**config.mk**
```make
export PLATFORM = sky130hd
export DESIGN_NAME = gb_noiseregisters
export DESIGN_NICKNAME = d
export VERILOG_FILES = /design/src/rtl/gb_noiseregisters.sv
export SDC_FILE = /design/constraint.sdc
export NUM_CORES = 1
export LEC_CHECK = 0
export ABC_AREA = 1
export BUFFER_PORTS_ARGS = -buffer_cell sky130_fd_sc_hd__buf_4
export CORE_ASPECT_RATIO = 1.75
export CORE_UTILIZATION = 46
export CTS_BUF_LIST = sky130_fd_sc_hd__clkbuf_8
export DETAILED_ROUTE_END_ITERATION = 16
export PLACE_DENSITY_LB_ADDON = 0.1
export SETUP_SLACK_MARGIN = 0.3
export SYNTH_ARGS = -nofsm -noshare
export SYNTH_HDL_FRONTEND = slang
export SYNTH_SLANG_ARGS = --single-unit
```
**constraint.sdc**
```tcl
create_clock -name clk -period 1.1 [get_ports clk]
set_input_delay 0.165 -clock clk [delete_from_list [all_inputs] [get_ports clk]]
set_output_delay 0.165 -clock clk [all_outputs]
set_load 0.1 [all_outputs]
```
**src/rtl/gb_noiseregisters.sv**
```systemverilog
// Noise channel (NR41-NR44) register block: bus decode, field outputs, trigger pulse, masked readback.
// Fields and read data update one cycle after the strobe edge; no backpressure, every strobe is accepted.
module gb_noiseregisters #(
    parameter logic [7:0] BASE_ADDR   = 8'h20,
    parameter int         START_WIDTH = 1
) (
    input  logic       clk,
    input  logic       reset,
    input  logic       apu_enable,
    input  logic [7:0] addr,
    input  logic       wr_en,
    input  logic [7:0] wr_data,
    input  logic       rd_en,
    output logic [7:0] rd_data,
    output logic       rd_valid,
    input  logic       ch_enable,
    output logic [5:0] length,
    output logic [3:0] initial_volume,
    output logic       envelope_increasing,
    output logic [2:0] num_envelope_sweeps,
    output logic [3:0] shift_clock_freq,
    output logic       counter_width,
    output logic [2:0] freq_dividing_ratio,
    output logic       single,
    output logic       start,
    output logic       dac_enable,
    output logic       ch_active
);

    localparam logic [7:0] A41 = BASE_ADDR;
    localparam logic [7:0] A42 = BASE_ADDR + 8'd1;
    localparam logic [7:0] A43 = BASE_ADDR + 8'd2;
    localparam logic [7:0] A44 = BASE_ADDR + 8'd3;
    localparam int         CW  = (START_WIDTH > 1) ? $clog2(START_WIDTH) : 1;
    localparam logic [CW-1:0] LAST = CW'(START_WIDTH - 1);

    typedef enum logic [1:0] {S_IDLE, S_HIGH, S_GAP} state_t;

    state_t        state, state_nx;
    logic          pending, pending_nx;
    logic [CW-1:0] cnt, cnt_nx;

    logic [5:0] nr41;
    logic [7:0] nr42;
    logic [7:0] nr43;
    logic       nr44_single;

    logic wr41, wr42, wr43, wr44;
    logic dac_now, dac_post, dac_kill, trig_req;
    logic [7:0] q42, q43;
    logic       q44;
    logic [7:0] rd_mux;

    assign wr41 = apu_enable & wr_en & (addr == A41);
    assign wr42 = apu_enable & wr_en & (addr == A42);
    assign wr43 = apu_enable & wr_en & (addr == A43);
    assign wr44 = apu_enable & wr_en & (addr == A44);

    assign dac_now  = (nr42[7:3] != 5'd0);
    assign dac_post = wr42 ? (wr_data[7:3] != 5'd0) : dac_now;
    assign dac_kill = wr42 & (wr_data[7:3] == 5'd0);
    assign trig_req = wr44 & wr_data[7] & dac_post;

    always_ff @(posedge clk or negedge reset) begin
        if (!reset) begin
            nr41        <= 6'd0;
            nr42        <= 8'd0;
            nr43        <= 8'd0;
            nr44_single <= 1'b0;
        end else if (!apu_enable) begin
            nr41        <= 6'd0;
            nr42        <= 8'd0;
            nr43        <= 8'd0;
            nr44_single <= 1'b0;
        end else begin
            if (wr41) nr41 <= wr_data[5:0];
            if (wr42) nr42 <= wr_data;
            if (wr43) nr43 <= wr_data;
            if (wr44) nr44_single <= wr_data[6];
        end
    end

    always_ff @(posedge clk or negedge reset) begin
        if (!reset) begin
            state   <= S_IDLE;
            pending <= 1'b0;
            cnt     <= '0;
        end else begin
            state   <= state_nx;
            pending <= pending_nx;
            cnt     <= cnt_nx;
        end
    end

    // A request arriving while GAP is already leaving with a pending trigger merges into it.
    always_comb begin
        state_nx   = state;
        pending_nx = pending;
        cnt_nx     = cnt;
        if (!apu_enable || dac_kill) begin
            state_nx   = S_IDLE;
            pending_nx = 1'b0;
            cnt_nx     = '0;
        end else begin
            case (state)
                S_IDLE: begin
                    if (trig_req) begin
                        state_nx = S_HIGH;
                        cnt_nx   = '0;
                    end
                end
                S_HIGH: begin
                    if (trig_req) pending_nx = 1'b1;
                    if (cnt == LAST) state_nx = S_GAP;
                    else             cnt_nx   = cnt + CW'(1);
                end
                S_GAP: begin
                    if (pending || trig_req) begin
                        state_nx   = S_HIGH;
                        cnt_nx     = '0;
                        pending_nx = 1'b0;
                    end else begin
                        state_nx = S_IDLE;
                    end
                end
                default: begin
                    state_nx   = S_IDLE;
                    pending_nx = 1'b0;
                    cnt_nx     = '0;
                end
            endcase
        end
    end

    // While powered down the stored values are masked so reads see the cleared state at once.
    assign q42 = apu_enable ? nr42 : 8'h00;
    assign q43 = apu_enable ? nr43 : 8'h00;
    assign q44 = apu_enable & nr44_single;

    always_comb begin
        rd_mux = 8'hFF;
        case (addr)
            A42:     rd_mux = q42;
            A43:     rd_mux = q43;
            A44:     rd_mux = {1'b1, q44, 6'h3F};
            default: rd_mux = 8'hFF;
        endcase
    end

    always_ff @(posedge clk or negedge reset) begin
        if (!reset) begin
            rd_data  <= 8'h00;
            rd_valid <= 1'b0;
        end else begin
            rd_data  <= rd_en ? rd_mux : 8'h00;
            rd_valid <= rd_en;
        end
    end

    assign length              = nr41;
    assign initial_volume      = nr42[7:4];
    assign envelope_increasing = nr42[3];
    assign num_envelope_sweeps = nr42[2:0];
    assign shift_clock_freq    = nr43[7:4];
    assign counter_width       = nr43[3];
    assign freq_dividing_ratio = nr43[2:0];
    assign single              = nr44_single;
    assign start               = (state == S_HIGH);
    assign dac_enable          = dac_now;
    assign ch_active           = ch_enable & dac_now;

endmodule

```
==> results of run 1 <==
synth_stat cells:
library cell / count
o21bai_2: 1
o21ai_0: 8
nor2_4: 1
nand2_4: 2
nand3_1: 9
clkbuf_1: 1
nor2_2: 7
nand4_1: 3
inv_2: 1
a211oi_2: 1
inv_1: 40
dfrtp_1: 35
nor3_1: 2
o22ai_1: 22
nand2_2: 4
nand2_1: 21
buf_4: 1
a21oi_1: 8
nor2_1: 18
kinds of logic after synthesis:
kind of cell	count (synthesis)
flip-flops	35
AO/OA/AOI/OAI	40
AND/OR/NAND/NOR	67
buffers and inverters	43
metrics by stage:
stage | area (um2) | utilization [%] | hold slack (ps)
after detailed placement | 2530 | 75.3 | 134
after global placement | 2530 | 75.3 | 132
after floorplan | 1870 | - | -131
==> results by group, run 1 <==
Clock tree
  – Root Buffer: clkbuf_8
  – # clock sinks: 35
  – # resized after CTS: 185
  – Total setup buffers inserted after CTS: 26
  – TritonCTS buffer count: 5
  – Post-CTS Hold Buffers: 2
  – Clock buffer depth: 2
  – H-tree depth: 2

Floorplanning
  – Initial Utilization: 47.7%
  – Die width: 46.7 um
  – Io pins: 57
  – Row cnt: 28
  – Die Span Y: 80.1 um

Synthesis
  – Simple-gate portion of the synthesized area: 20.1%
  – Netlist Area Pre-Place: 0.00161 mm2
  – Compound-cell area share of the yosys netlist: 15.0%
  – Multiplexer share of the synthesized area: 0%
  – Post-synthesis sequential area ratio: 54.6%
  – Post-Synth XOR/XNOR Area: 0%
  – Syn Area/Cell: 8.68 um2
  – Largest family of logic cells by synthesized area: simple AND/OR/NAND/NOR gates
  – Post-synthesis adder-cell area fraction: 0%
  – Syn nets: 207
  – Top cells by area, synth: dfrtp_1, inv_1, o22ai_1
  – Number of distinct library cells after synthesis: 19
  – #FFs+latches synth: 35
  – Cell taking the most area after synthesis: dfrtp_1
  – Area fraction of the dominant cell type after synthesis: 54.6%
  – Synth Warn #: 0
  – Syn Inst Count: 185

Run status
  – Last stage: 4_1_cts
  – Outcome: did not finish
  – Run Error: [ERROR DPL-0038] Utilization greater than 100%, impossible to legalize

Placed design
  – Port-buffer cells: 56
  – Placed Instances: 311
  – Setup WS pre-CTS: -385 ps
  – DP Wirelength: 3460 um
  – GPL Wtd Cong: 0.845
==> inputs of run 2 (changes only) <==
- CORE_ASPECT_RATIO: 1.75 -> default
- CORE_UTILIZATION: 46 -> 40
- CTS_BUF_LIST: sky130_fd_sc_hd__clkbuf_8 -> default
- PLACE_DENSITY_LB_ADDON: 0.1 -> 0.15
- SETUP_SLACK_MARGIN: 0.3 -> default
- clock period: 1.1 -> 1.4 ns (I/O delays scaled with it)
==> run 2 against run 1 <==
Synthesized cell count did not move. The flow now finishes, with violations (negative setup slack). Synthesized area is the same.
==> results by group, run 2 <==
Synthesis
  – #FFs+latches synth: 35
  – Area fraction of the dominant cell type after synthesis: 54.6%
  – Post-synth EDFFs: 0
  – Syn Area/Cell: 8.68 um2
  – Most common cell in the synthesized netlist: inv_1
  – Cell taking the most area after synthesis: dfrtp_1
  – Syn Inst Count: 185
  – Post-synthesis sequential area ratio: 54.6%
  – Syn nets: 207
  – Post-synth ARST share: 100%
  – Netlist Area Pre-Place: 0.00161 mm2
  – Synth Warn #: 0
  – Number of distinct library cells after synthesis: 19
  – Predominant post-synthesis flop cell: dfrtp_1
  – Synth cell count leaders: inv_1, dfrtp_1, o22ai_1, nand2_1, nor2_1
  – Top cells by area, synth: dfrtp_1, inv_1, o22ai_1

Clock tree
  – Clock buffer depth: 2
  – TritonCTS buffer count: 5
  – Worst-path clk slew: 70 ps
  – Root Buffer: clkbuf_8
  – CTS tree: built
  – # clock sinks: 35
  – H-tree depth: 2
  – Worst skew pair latency: 290 ps

Final layout
  – Area growth, synth to finish: 55.4%
  – Commonest non-fill, non-tap cells in the layout: buf_4, inv_1, o22ai_1
  – # diodes: 0
  – Fin area: 0.00249 mm2
  – Largest regs: nr42 x8, nr43 x8, rd_data x8
  – Commonest non-fill, non-tap cell in the layout: buf_4
  – Share of cells above drive strength 1: 49.3%
  – Utilization after layout: 66.6%
  – Nets@finish: 293
  – # fillers: 331

Routing
  – Vias per cell: 4.82
  – Antenna Violating Nets Remaining: 0
  – Via count: 1543
  – DRT iter0 DRCs: 112
  – Total wire length: 4040 um
  – # DRC: 0
  – Avg WL per Cell: 12.6 um
  – Router iterations before antenna repair: 4

Power
  – Pwr Density: 849 mW/mm2
  – NetSw: 0.600 mW
  – Clk network pwr share: 36.9%
  – Reg power frac: 48.6%
  – Power Internal: 1.52 mW
  – Gate power share: 14.5%
  – Switching Fraction: 28.3%
  – Leakage: 1.25 nW
  – Total power: 2.12 mW
  – Peak VDD IR: 0.700 mV

STA
  – Fmax: 0.556 GHz
  – Final Hold Fails: 0
  – Setup WS post-layout: -399 ps
  – Slew margin rel.: 71.5%
  – Final setup fails: 2
  – Worst-margin pin slew: 428 ps
  – Final Cycle Share: 128%
  – Pins Over Slew Limit: 0
  – RSZ-0062 raised after global routing: true
  – Setup Skew: 3.58 ps
  – Tmin final: 1800 ps

Floorplanning
  – Core Area: 0.00374 mm2
  – Die Span Y: 65.4 um
  – Die Area: 0.00427 mm2
  – Initial Utilization: 42.9%
  – Row cnt: 22
  – Die width: 65.4 um
  – Io pins: 57

Global routing
  – Initial antenna violation count: 0
  – GRT Total Usage: 20.9%
  – M1 GR Usage: 28.5%
  – First-pass GRT wire length: 6770 um
  – Global routing usage on met2: 32.9%
  – GRT met3 Usage: 5.56%
  – Vias in the first global route: 1492
  – GRT overflow: 0
  – Largest net degree at the start of global routing: 36
  – Gr busiest metal: met2

Setup path
  – CP max stage cell: dfrtp_4
  – Crit-path leading delay family: buffers and inverters
  – Arr. time, crit path: 1590 ps
  – WP data required: 1190 ps
  – Crit. End Element: output pin
  – Critical path buffer and inverter count: 4
  – CP max FO: 2
  – Crit-path cells: inv_2, nand2_2, nor3_4, bufinv_8, nand2_4, clkinvlp_4, buf_12
  – Crit-path max cell delay: 480 ps
  – Startpoint Class: register
  – WS Path Type: register to output pin

Run status
  – Failing checks: negative setup slack
  – Outcome: complete, but fails checks

Placed design
  – GPL Wtd Cong: 0.793
  – Cell area after placement: 0.00228 mm2
  – DP Wirelength: 2980 um
  – Setup WS pre-CTS: -134 ps
  – Port-buffer cells: 56

Run
  – Max Cap Viol: 0

Min path
  – Hold Crit Class: input port to register
run 2: worst paths after layout:
kind,slack (ps),start,end,depth (start not counted)
worst min-delay path,40,rd_en,rd_valid$_DFF_PN0_,1
worst max register to register,10,nr42[5]$_DFFE_PN0P_,state[0]$_DFFE_PN0P_,9
worst min register to register,460,state[0]$_DFFE_PN0P_,state[0]$_DFFE_PN0P_,1
max in group asynchronous,660,reset,nr42[5]$_DFFE_PN0P_,2
worst max-delay path,-400,nr42[5]$_DFFE_PN0P_,ch_active,7
min in group asynchronous,400,reset,nr42[1]$_DFFE_PN0P_,2
run 2: logic make-up after synthesis:
logic type,after synthesis,share of synthesized area (%)
AOI/OAI and AO/OA,40,15.0
and+or+nand+nor,67,20.1
DFF,35,54.6
buffers and inverters,43,10.3
run 2: metrics by stage:
stage	hold slack, ps	setup TNS [ps]	instances
3_5_place_dp	183	-164	306
2_1_floorplan	-85.6	-474	185
5_1_grt	34.2	-1040	320
4_1_cts	39.9	-799	318
6_report	36.8	-782	320
3_3_place_gp	186	-107	306
run 2: power groups by stage:
stage,Sequential [mW],Combinational (mW),Clock [mW]
final,1.03,0.307,0.782
after global routing,1.03,0.329,0.827
after CTS,1.03,0.308,0.784
after detailed placement,1.05,0.304,0
after global placement,1.05,0.303,0
after floorplan,1.16,0.0682,0
run 2: final cells by class:
type                            count  area [um2]  area share [%]
Clock buffer                        6        82.6            3.31
Multi-Input combinational cell    107         601            24.1
Sequential cell                    35         905            36.3
Tap cell                           48        60.1            2.41
Timing Repair Buffer               81         659            26.4
Inverter                           41         171            6.87
Clock inverter                      2        16.3           0.652
run 2: timing repair:
| action | in CTS | in global routing |
|---|---|---|
| hold endpoints to repair | 35 | 0 |
| resized for setup | 10 | 10 |
| hold buffers | 1 | 0 |
| endpoints found under the setup margin | 3 | 4 |
| pin swaps | 5 | 5 |
| setup buffers | 4 | 2 |
run 2: metal layers:
| layer | routed length, um | vias to the layer above |
|---|---|---|
| met5 | 0 | - |
| met4 | 44 | 0 |
| met3 | 265 | 6 |
| met2 | 1900 | 60 |
| met1 | 1830 | 709 |
| li1 | - | 768 |
(Power assumes the default switching activity.)
==> inputs of run 3 (changes only) <==
- RECOVER_POWER: default -> 100
==> run 3 against run 2 <==
First-iteration DRC count rose by 6.3%. Largest power group unchanged. Clock skew barely moved. The run still ends with negative setup slack left. Die area did not move. Sequential share of layout area rose by 1.3 points.
==> results by group, run 3 (synthesized netlist as in run 2, its figures left out) <==
Clock tree
  – CTS tree: built
  – Clock buffer depth: 2
  – Worst skew pair latency: 280 ps
  – Root Buffer: clkbuf_8
  – H-tree depth: 2
  – Worst-path clk slew: 70 ps
  – # clock sinks: 35
  – TritonCTS buffer count: 5

Final layout
  – # diodes: 0
  – Largest regs: nr42 x8, nr43 x8, rd_data x8
  – Commonest non-fill, non-tap cell in the layout: buf_4
  – Non-filler cells, final: 320
  – Area growth, synth to finish: 50.0%
  – Commonest non-fill, non-tap cells in the layout: buf_4, inv_1, o22ai_1
  – Share of cells above drive strength 1: 47.4%
  – # fillers: 350
  – Nets@finish: 293
  – Utilization after layout: 64.3%
  – Fin area: 0.00241 mm2

Setup path
  – Crit-path max cell delay: 480 ps
  – Reg-to-reg endpoint: state[0]$_DFFE_PN0P_
  – Cells on worst reg2reg path: 9
  – Crit. End Element: output pin
  – CP max FO: 2
  – Crit-path leading delay family: buffers and inverters
  – Worst reg2reg setup slack: 10 ps
  – Crit-path cells: inv_2, nand2_2, nor3_4, bufinv_8, nand2_4, clkinvlp_4, buf_12
  – Critical path buffer and inverter count: 4
  – WP data required: 1190 ps
  – Arr. time, crit path: 1580 ps
  – Startpoint Class: register
  – WS Path Type: register to output pin
  – Worst r2r src: nr42[5]$_DFFE_PN0P_
  – CP max stage cell: dfrtp_4

Routing
  – # DRC: 0
  – Avg WL per Cell: 12.6 um
  – Via count: 1552
  – Vias per cell: 4.85
  – Router iterations before antenna repair: 4
  – Total wire length: 4030 um
  – Antenna Violating Nets Remaining: 0
  – DRT iter0 DRCs: 119

Placed design
  – Port-buffer cells: 56
  – Placed Instances: 306
  – DP Wirelength: 2980 um
  – GPL Wtd Cong: 0.793
  – Cell area after placement: 0.00228 mm2

STA
  – Final setup fails: 2
  – Setup WS post-layout: -393 ps
  – Tmin final: 1790 ps
  – Slew margin rel.: 43.9%
  – Setup Skew: 3.31 ps
  – Setup TNS: -771 ps
  – Pins Over Slew Limit: 0
  – RSZ-0062 raised after global routing: true
  – Fmax: 0.558 GHz
  – Final Hold Fails: 0
  – Worst-margin pin slew: 841 ps
  – Min Hold Slack: 66.7 ps
  – Final Cycle Share: 128%

Floorplanning
  – Initial Utilization: 42.9%
  – Die Span Y: 65.4 um
  – Die Area: 0.00427 mm2
  – Row cnt: 22
  – Core Area: 0.00374 mm2
  – Io pins: 57
  – Die width: 65.4 um

Global routing
  – GRT Total Usage: 20.9%
  – Largest net degree at the start of global routing: 36
  – GRT overflow: 0
  – Initial antenna violation count: 0
  – First-pass GRT wire length: 6770 um
  – Vias in the first global route: 1492

Power
  – Peak VDD IR: 0.698 mV
  – Gate power share: 14.0%
  – Reg power frac: 49.1%
  – Power Internal: 1.50 mW
  – Leakage: 1.24 nW
  – Clk network pwr share: 37.0%
  – Pwr Density: 871 mW/mm2
  – Switching Fraction: 28.2%
  – NetSw: 0.592 mW

Min path
  – Hold Crit Class: input port to register
  – Hold Path Depth: 1
  – Hold Crit Start: rd_en
  – Hold EP: rd_valid$_DFF_PN0_

Run status
  – Failing checks: negative setup slack
  – Outcome: complete, but fails checks

Run
  – Max Cap Viol: 0
[run 3: cell type report]
type	instances	area, um2	share of cell area (%)
repair buffers	81	588	24.4
inverters	41	171	7.12
flip-flops and latches	35	905	37.6
clock buffers	6	82.6	3.43
clock inverters	2	16.3	0.675
well taps	48	60.1	2.49
multi-input cells	107	586	24.3
[run 3: how the worst max path moves through the flow]
stage                        startpoint   endpoint  slack, ps  depth (start not counted)
floorplan           nr42[5]$_DFFE_PN0P_  ch_active       -470                          6
global placement    nr42[6]$_DFFE_PN0P_  ch_active       -110                          7
detailed placement  nr42[6]$_DFFE_PN0P_  ch_active       -130                          7
CTS                 nr42[3]$_DFFE_PN0P_  ch_active       -410                          7
global route        nr42[6]$_DFFE_PN0P_  ch_active       -450                          7
finish              nr42[5]$_DFFE_PN0P_  ch_active       -390                          7
[run 3: timing repair]
action,4_1_cts,5_1_grt
endpoints found under the hold margin,35,0
gates resized for setup,10,10
hold buffers,1,0
endpoints found under the setup margin,3,4
setup buffers,4,2
pin swaps,5,5
[run 3: metal layers]
metal	vias to the layer above	track usage (%)	share of wire [%]
li1	770	-	-
met1	722	28.5	46
met2	58	32.9	48
met3	2	5.56	6.1
met4	0	5.71	0.52
met5	-	0	0
[run 3: through the flow]
stage,power [mW],worst slack (ps)
after global routing,2.17,-454
after floorplan,1.23,-474
after detailed placement,1.35,-134
after global placement,1.35,-107
final,2.10,-393
after CTS,2.12,-407
[run 3: worst register-to-register path: stages (launching register included)]
cell and delay (ps):
dfrtp_4 480, inv_2 70, nand2_2 60, nor3_4 170, buf_4 130, nand2_2 40, nand2_2 80, buf_4 110
buf_4 90, a211oi_2 40
[run 3: power by group through the flow]
stage	sequential, mW	clock, mW	combinational [mW]
after detailed placement	1.05	0	0.304
final	1.03	0.776	0.293
after CTS	1.03	0.784	0.308
after floorplan	1.16	0	0.0682
after global placement	1.05	0	0.303
after global routing	1.03	0.827	0.314
==> inputs of run 4 (changes only) <==
- PLACE_DENSITY: default -> 0.78
- PLACE_DENSITY_LB_ADDON: 0.15 -> default
==> run 4 against run 3 <==
The flow still finishes with violations (negative setup slack). Sequential power barely moved. Clock skew rose by 0.90 ps. Sequential share of layout area rose by 1.8 points. Largest power group unchanged. Highest routed layer unchanged.
==> results by group, run 4 (synthesized netlist as in run 2, its figures left out) <==
Global routing
  – Vias in the first global route: 1473
  – Largest net degree at the start of global routing: 36
  – Initial antenna violation count: 0
  – First-pass GRT wire length: 6700 um
  – GRT overflow: 0
  – GRT Total Usage: 21.1%

Clock tree
  – Clock buffer depth: 2
  – H-tree depth: 2
  – Worst skew pair latency: 280 ps
  – Worst-path clk slew: 60 ps
  – Root Buffer: clkbuf_8
  – CTS tree: built
  – # clock sinks: 35
  – TritonCTS buffer count: 5

Run status
  – Outcome: complete, but fails checks
  – Failing checks: negative setup slack

STA
  – Pins Over Slew Limit: 0
  – Min Hold Slack: 67.2 ps
  – Setup WS post-layout: -388 ps
  – Setup Skew: 4.21 ps
  – Final setup fails: 2
  – Final Cycle Share: 128%
  – Tmin final: 1790 ps
  – Slew margin rel.: 43.9%
  – Worst-margin pin slew: 842 ps
  – RSZ-0062 raised after global routing: true
  – Final Hold Fails: 0
  – Fmax: 0.559 GHz

Routing
  – Vias per cell: 4.91
  – Antenna Violating Nets Remaining: 0
  – Via count: 1532
  – Router iterations before antenna repair: 4
  – # DRC: 0
  – Total wire length: 3930 um
  – DRT iter0 DRCs: 85
  – Avg WL per Cell: 12.6 um

Power
  – Switching Fraction: 27.1%
  – Clk network pwr share: 34.0%
  – Pwr Density: 865 mW/mm2
  – Leakage: 1.18 nW
  – NetSw: 0.539 mW
  – Power Internal: 1.45 mW
  – Gate power share: 14.2%
  – Reg power frac: 51.7%
  – Peak VDD IR: 0.368 mV

Setup path
  – CP max FO: 2
  – Arr. time, crit path: 1580 ps
  – Crit. End Element: output pin
  – Crit-path leading delay family: buffers and inverters
  – CP max stage cell: dfrtp_4
  – WS Path Type: register to output pin
  – WP data required: 1190 ps
  – Crit-path max cell delay: 470 ps
  – Startpoint Class: register
  – Crit-path cells: inv_2, nand2_2, nor3_4, bufinv_8, nand2_4, clkinvlp_4, buf_12
  – Critical path buffer and inverter count: 4

Floorplanning
  – Io pins: 57
  – Die width: 65.4 um
  – Initial Utilization: 42.9%
  – Row cnt: 22
  – Die Area: 0.00427 mm2
  – Die Span Y: 65.4 um
  – Core Area: 0.00374 mm2

Placed design
  – Cell area after placement: 0.00225 mm2
  – Placed Instances: 301
  – Port-buffer cells: 56
  – DP Wirelength: 3010 um
  – GPL Wtd Cong: 0.857

Final layout
  – Nets@finish: 285
  – Non-filler cells, final: 312
  – Largest regs: nr42 x8, nr43 x8, rd_data x8
  – Area growth, synth to finish: 43.3%
  – Share of cells above drive strength 1: 43.2%
  – Commonest non-fill, non-tap cells in the layout: buf_4, inv_1, o22ai_1
  – Commonest non-fill, non-tap cell in the layout: buf_4
  – Fin area: 0.00230 mm2
  – Utilization after layout: 61.5%
  – # diodes: 0

Run
  – Max Cap Viol: 0

Min path
  – Hold Crit Class: input port to register
==> run 4: changes by cell type in the layout (fill, tap and decap cells not counted), moves of 2 or more <==
cell,delta
buf_4,-8
buf_6,-3
clkbuf_1,+5
clkbuf_2,-2
clkbuf_4,+3
nand2_1,+3
nand2_2,-3
==> run 4: final timing paths <==
| kind | from | end | slack [ps] | cells after the start |
|---|---|---|---|---|
| worst max register to register | nr42[3]$_DFFE_PN0P_ | pending$_DFFE_PN0P_ | 50 | 9 |
| worst min-delay path | rd_en | rd_valid$_DFF_PN0_ | 70 | 1 |
| max in group asynchronous | reset | nr42[6]$_DFFE_PN0P_ | 220 | 2 |
| worst min register to register | state[0]$_DFFE_PN0P_ | state[0]$_DFFE_PN0P_ | 450 | 1 |
| min in group asynchronous | reset | length[0]$_DFFE_PN0P_ | 560 | 2 |
| worst max-delay path | nr42[3]$_DFFE_PN0P_ | ch_active | -390 | 7 |
==> run 4: timing repair <==
action,in CTS,in global routing
setup buffers,2,0
endpoints found under the hold margin,35,0
endpoints found under the setup margin,2,3
hold buffers,1,0
resized for setup,10,4
pin swaps,1,0
==> run 4: through the flow <==
stage | setup TNS, ps | power [mW] | setup WS, ps
finish | -752 | 1.99 | -388
global route | -1550 | 2.09 | -461
CTS | -789 | 2.03 | -408
detailed placement | -165 | 1.35 | -142
global placement | -125 | 1.34 | -116
floorplan | -474 | 1.23 | -474
==> run 4: layer usage <==
metal  track usage, %  part of all wire (%)  up-vias
met2             35.8                    51       47
met3             6.08                   5.0        6
met4             7.34                   1.3        0
met5                0                     0        -
met1             25.4                    43      728
li1                 -                     -      751
==> run 4: layout make-up <==
class | count | area (um2)
clock buffer | 8 | 80.1
fill | 349 | 1440
inverter | 41 | 171
multi-input combinational | 107 | 586
sequential | 35 | 905
tap | 48 | 60.1
timing repair buffer | 73 | 499
==> run 4: power groups by stage <==
stage	clock (mW)	sequential [mW]	combinational, mW
2_1_floorplan	0	1.16	0.0682
3_3_place_gp	0	1.05	0.293
3_5_place_dp	0	1.05	0.297
4_1_cts	0.700	1.03	0.301
5_1_grt	0.757	1.03	0.305
6_report	0.677	1.03	0.283
